$ cat src/rtl/spi_nor_phy.sv
// SPI mode-0 byte serializer/deserializer between the NOR flash controller and the flash pins.
// SCLK is a divided copy of p_clk; chip select is held low across multi-byte transactions.
module spi_nor_phy #(
    parameter int unsigned CLK_DIV = 2,
    parameter int unsigned DATA_W  = 8
) (
    input  logic              p_clk,
    input  logic              p_rst_n,
    input  logic              tx_valid,
    output logic              tx_ready,
    input  logic [DATA_W-1:0] tx_data,
    input  logic              tx_last,
    output logic              rx_valid,
    output logic [DATA_W-1:0] rx_data,
    output logic              busy,
    output logic              spi_sclk,
    output logic              spi_cs_n,
    output logic              spi_mosi,
    input  logic              spi_miso
);

    localparam int unsigned DIV_W = 8;
    localparam int unsigned BIT_W = (DATA_W > 1) ? $clog2(DATA_W) : 1;
    localparam int unsigned TXS_W = DATA_W - 1;

    localparam logic [DIV_W-1:0] DIV_LAST = DIV_W'(CLK_DIV - 1);
    localparam logic [BIT_W-1:0] BIT_LAST = BIT_W'(DATA_W - 1);

    localparam logic [2:0] ST_IDLE  = 3'd0;
    localparam logic [2:0] ST_SETUP = 3'd1;
    localparam logic [2:0] ST_SHIFT = 3'd2;
    localparam logic [2:0] ST_WAIT  = 3'd3;
    localparam logic [2:0] ST_TRAIL = 3'd4;
    localparam logic [2:0] ST_GAP   = 3'd5;

    logic [2:0]        state_q,   state_d;
    logic [DIV_W-1:0]  div_q,     div_d;
    logic [BIT_W-1:0]  bit_q,     bit_d;
    logic [TXS_W-1:0]  tx_q,      tx_d;
    logic              last_q,    last_d;
    logic [DATA_W-1:0] rx_q,      rx_d;
    logic [DATA_W-1:0] rx_data_q, rx_data_d;
    logic              rx_valid_q, rx_valid_d;
    logic              sclk_q,    sclk_d;
    logic              cs_n_q,    cs_n_d;
    logic              mosi_q,    mosi_d;
    logic              busy_q,    busy_d;

    logic              tx_ready_c;
    logic              accept_c;
    logic              div_done_c;
    logic [DATA_W-1:0] rx_next_c;

    // WAIT is entered in the cycle of the final falling edge; ready is held off for that cycle.
    assign tx_ready_c = (state_q == ST_IDLE) || ((state_q == ST_WAIT) && !rx_valid_q);
    assign accept_c   = tx_valid && tx_ready_c;
    assign div_done_c = (div_q == DIV_LAST);

    // Next-state and output decode.
    always_comb begin
        state_d    = state_q;
        div_d      = div_q + DIV_W'(1);
        bit_d      = bit_q;
        tx_d       = tx_q;
        last_d     = last_q;
        rx_data_d  = rx_data_q;
        rx_valid_d = 1'b0;
        sclk_d     = sclk_q;
        cs_n_d     = cs_n_q;
        mosi_d     = mosi_q;

        // MISO is captured in the first cycle of each high phase.
        rx_next_c = rx_q;
        if ((state_q == ST_SHIFT) && sclk_q && (div_q == '0)) begin
            rx_next_c = {rx_q[DATA_W-2:0], spi_miso};
        end
        rx_d = rx_next_c;

        case (state_q)
            ST_IDLE, ST_WAIT: begin
                div_d = '0;
                if (accept_c) begin
                    state_d = ST_SETUP;
                    cs_n_d  = 1'b0;
                    mosi_d  = tx_data[DATA_W-1];
                    tx_d    = tx_data[DATA_W-2:0];
                    last_d  = tx_last;
                    bit_d   = '0;
                end
            end
            ST_SETUP: begin
                if (div_done_c) begin
                    state_d = ST_SHIFT;
                    sclk_d  = 1'b1;
                    div_d   = '0;
                end
            end
            ST_SHIFT: begin
                if (div_done_c) begin
                    div_d  = '0;
                    sclk_d = !sclk_q;
                    if (sclk_q) begin
                        if (bit_q == BIT_LAST) begin
                            rx_valid_d = 1'b1;
                            rx_data_d  = rx_next_c;
                            state_d    = last_q ? ST_TRAIL : ST_WAIT;
                        end else begin
                            bit_d  = bit_q + BIT_W'(1);
                            mosi_d = tx_q[TXS_W-1];
                            tx_d   = tx_q << 1;
                        end
                    end
                end
            end
            ST_TRAIL: begin
                if (div_done_c) begin
                    state_d = ST_GAP;
                    cs_n_d  = 1'b1;
                    div_d   = '0;
                end
            end
            ST_GAP: begin
                if (div_done_c) begin
                    state_d = ST_IDLE;
                    div_d   = '0;
                end
            end
            default: begin
                state_d = ST_IDLE;
                div_d   = '0;
                sclk_d  = 1'b0;
                cs_n_d  = 1'b1;
            end
        endcase

        busy_d = (state_d != ST_IDLE);
    end

    always_ff @(posedge p_clk or negedge p_rst_n) begin
        if (!p_rst_n) begin
            state_q    <= ST_IDLE;
            div_q      <= '0;
            bit_q      <= '0;
            tx_q       <= '0;
            last_q     <= 1'b0;
            rx_q       <= '0;
            rx_data_q  <= '0;
            rx_valid_q <= 1'b0;
            sclk_q     <= 1'b0;
            cs_n_q     <= 1'b1;
            mosi_q     <= 1'b0;
            busy_q     <= 1'b0;
        end else begin
            state_q    <= state_d;
            div_q      <= div_d;
            bit_q      <= bit_d;
            tx_q       <= tx_d;
            last_q     <= last_d;
            rx_q       <= rx_d;
            rx_data_q  <= rx_data_d;
            rx_valid_q <= rx_valid_d;
            sclk_q     <= sclk_d;
            cs_n_q     <= cs_n_d;
            mosi_q     <= mosi_d;
            busy_q     <= busy_d;
        end
    end

    assign tx_ready = tx_ready_c;
    assign rx_valid = rx_valid_q;
    assign rx_data  = rx_data_q;
    assign busy     = busy_q;
    assign spi_sclk = sclk_q;
    assign spi_cs_n = cs_n_q;
    assign spi_mosi = mosi_q;

endmodule

$ cat config.mk
export PLATFORM = sky130hd
export DESIGN_NAME = spi_nor_phy
export DESIGN_NICKNAME = d
export VERILOG_FILES = /design/src/rtl/spi_nor_phy.sv
export SDC_FILE = /design/constraint.sdc
export NUM_CORES = 1
export LEC_CHECK = 0
export ABC_AREA = 1
export CAP_MARGIN = 25
export CORE_MARGIN = 4
export CORE_UTILIZATION = 50
export CTS_BUF_LIST = sky130_fd_sc_hd__clkbuf_4 sky130_fd_sc_hd__clkbuf_8 sky130_fd_sc_hd__clkbuf_16
export CTS_CLUSTER_SIZE = 10
export DETAILED_ROUTE_END_ITERATION = 8
export PLACE_DENSITY = 0.73
export SLEW_MARGIN = 20
export SYNTH_ARGS = -nofsm -noshare
export SYNTH_HDL_FRONTEND = slang
export SYNTH_SLANG_ARGS = --single-unit
$ cat constraint.sdc
create_clock -name p_clk -period 2 [get_ports p_clk]
set_input_delay 0.4 -clock p_clk [delete_from_list [all_inputs] [get_ports p_clk]]
set_output_delay 0.4 -clock p_clk [all_outputs]
set_load 0.05 [all_outputs]
==> results.toml <==
[layout]
multi_input_area_um2 = 928
area.sequential_um2 = 1080
drive_above_1_share = 0.164
fillers = 352
mostFrequentLayoutCells = "nand2_1 (61), dfrtp_1 (42), nor2_1 (35)"
layout_commonest_cell = "nand2_1"
nNetsFinal = 291
num_antenna_cells = 0
area_growth_pct = 20.6

[floorplanning]
boundaryPins = 27
dieArea_um2 = 5360
rows = 23
initial_core_util = 0.524
die_y_um = 73.2
fp.dieW_um = 73.2
core-area_um2 = 4060

[yosys]
yosysSeqAreaShare = 0.507
avgSynthCellArea_um2 = 8.82
synth_top_cell_by_area = "dfrtp_1"
synth_edf_count = 0
syn_nets = 259
synth_ff_type = "dfrtp_1"
async_flop_share = 1.00
ys_warn_count = 0
syn-cell-area_um2 = 2120
synth_area_leaders = "dfrtp_1 (49%), nand2_1 (11%), nor2_1 (6.2%)"
ys_ff_latch = 43
syn_inst = 241
synth_top_area_share = 0.495
synth_cell_types = 32

[worst_setup_path]
cp.required_ns = 1.60
setup.worst_path.start = "rx_data[2]"
crit_type = "register to output port"
critical_path_buf_inv_count = 1
endpoint_kind = "output port"
r2r-start = "div_q[1]"
worstPathMaxFanout = 2
cp.arrival_ns = 1.46
cp_slowest_stage_delay_ns = 0.81
crit_path_cell_trace = "clkdlybuf4s50_1"
worstSetupStartpointType = "register"
crit_family = "buffers and inverters"
crit_slowest_cell = "clkdlybuf4s50_1"

[run_status]
status = "finished clean"

[grt]
first_global_vias = 1601
grt_max_degree = 44
grt_pass1_wl_um = 6920
gr-total-overflow = 0
grt_usage = 0.166
grt_antenna_before_repair = 0

[timing]
fin_crit_ns = 1.86
fin_crit_sh = 0.932
slew_headroom = 0.640
fin_skew_ns = 0.00700
drv_slew = 0
finalHoldViolCount = 0
clock.fmax_mhz = 536
setup_viol = 0
tns_ns = 0
hold_ws_ns = 0.174
rsz0062_at_grt = "no"
tightest_slew_ns = 0.540

[placement]
place.port_buffers = 26
gp_congestion = 0.847
hpwl_um = 2770

[routing]
first_pass_iters = 4
ant_nets = 0
drc = 0
wire_per_inst_um = 11.7
vias = 1627
drtIter0Drc = 80
wl_um = 3800
viasPerCell = 5.02

[clocking]
worstSkewPairLatency_ns = 0.29
tritoncts = "yes"
cts_buffer_depth = 2
post_cts_buffers = 0
h-tree-depth = 2
cts.clk_slew.worst_paths_ns = 0.08
ctsHoldBuffers = 0
clkSinkCount = 43
cts-resized-gates = 0
cts-root-buf = "clkbuf_8"
cts_made_buffers = 5

[flow_run]
maxCapViolCount = 0

[pwr]
power.leakage_nw = 1.30
powerDensity_nw_per_um2 = 1410
ir_worst_vdd_uv = 933

[hold_path]
hp-class = "primary input to async pin"
cells by family (layout without fill, tap and decap cells):
logic type,count (synthesis),count (layout),synth area share
adder cells (fa/ha/maj),5,5,0.0294
XOR/XNOR,5,5,0.0206
multiplexers,7,7,0.0330
AND/OR/NAND/NOR,125,125,0.262
buffers and inverters,26,59,0.0560
AO/OA/AOI/OAI,30,30,0.0919
flip-flops,43,43,0.507
sequential cells by signal (all words and copies together), names as in the netlist:
| signal | count |
|---|---|
| last_q | 1 |
| div_q | 8 |
| busy | 1 |
| rx_q | 8 |
| spi_sclk | 1 |
| bit_q | 3 |
| tx_q | 7 |
| spi_cs_n | 1 |
| state_q | 3 |
| rx_valid | 1 |
| rx_data | 8 |
| spi_mosi | 1 |
synthesized netlist by cell type (2+ instances only):
library cell / count
nand3_1: 7
nor2_2: 4
nor2_1: 35
nand2_1: 61
o21ai_0: 4
nand2_2: 5
buf_2: 2
o21ai_2: 11
dfrtp_1: 42
mux2i_1: 7
inv_2: 2
a21oi_1: 12
xor2_1: 4
inv_1: 19
ha_1: 5
buf_6: 2
nand4_1: 3
nand2_4: 2
routing by layer:
metal  global-route usage  wire length [um]  share of wire
met1                0.216              1800           0.47
met2                0.264              1770           0.46
met3               0.0482               184          0.048
met4               0.0574                52          0.014
met5                    0                 0              0
worst paths after layout:
check	to	depth (start not counted)	slack [ns]
setup reg to reg	rx_data[0]	7	0.35
max in group asynchronous	spi_cs_n	2	1.46
hold / removal	last_q	2	0.17
min in group p_clk	spi_mosi	2	0.48
hold reg to reg	spi_mosi	2	0.48
setup / recovery	rx_data[2]	1	0.14
cell type report:
| class | count | share of cell area |
|---|---|---|
| inverter | 21 | 0.0308 |
| tap | 50 | 0.0244 |
| clock inverter | 3 | 0.0171 |
| clock buffer | 5 | 0.0269 |
| sequential | 43 | 0.420 |
| multi-input combinational | 172 | 0.362 |
| timing repair buffer | 30 | 0.118 |
power by group:
part | switching [W] | leakage, nW | internal, W
clock network | 0.000295 | 0.0581 | 0.000372
registers | 0.000161 | 0.539 | 0.00113
logic | 0.00104 | 0.700 | 0.000605
per-stage QoR:
stage	util	cells	cell area, um^2	setup WS [ns]	total power, W
floorplan	-	241	2120	0.455	0.00255
global placement	0.604	316	2450	0.349	0.00293
detailed placement	0.604	316	2450	0.320	0.00297
CTS	0.632	324	2560	0.124	0.00364
global route	0.632	324	2560	0.0741	0.00391
finish	0.632	324	2560	0.135	0.00360
(Power assumes the default switching activity.)
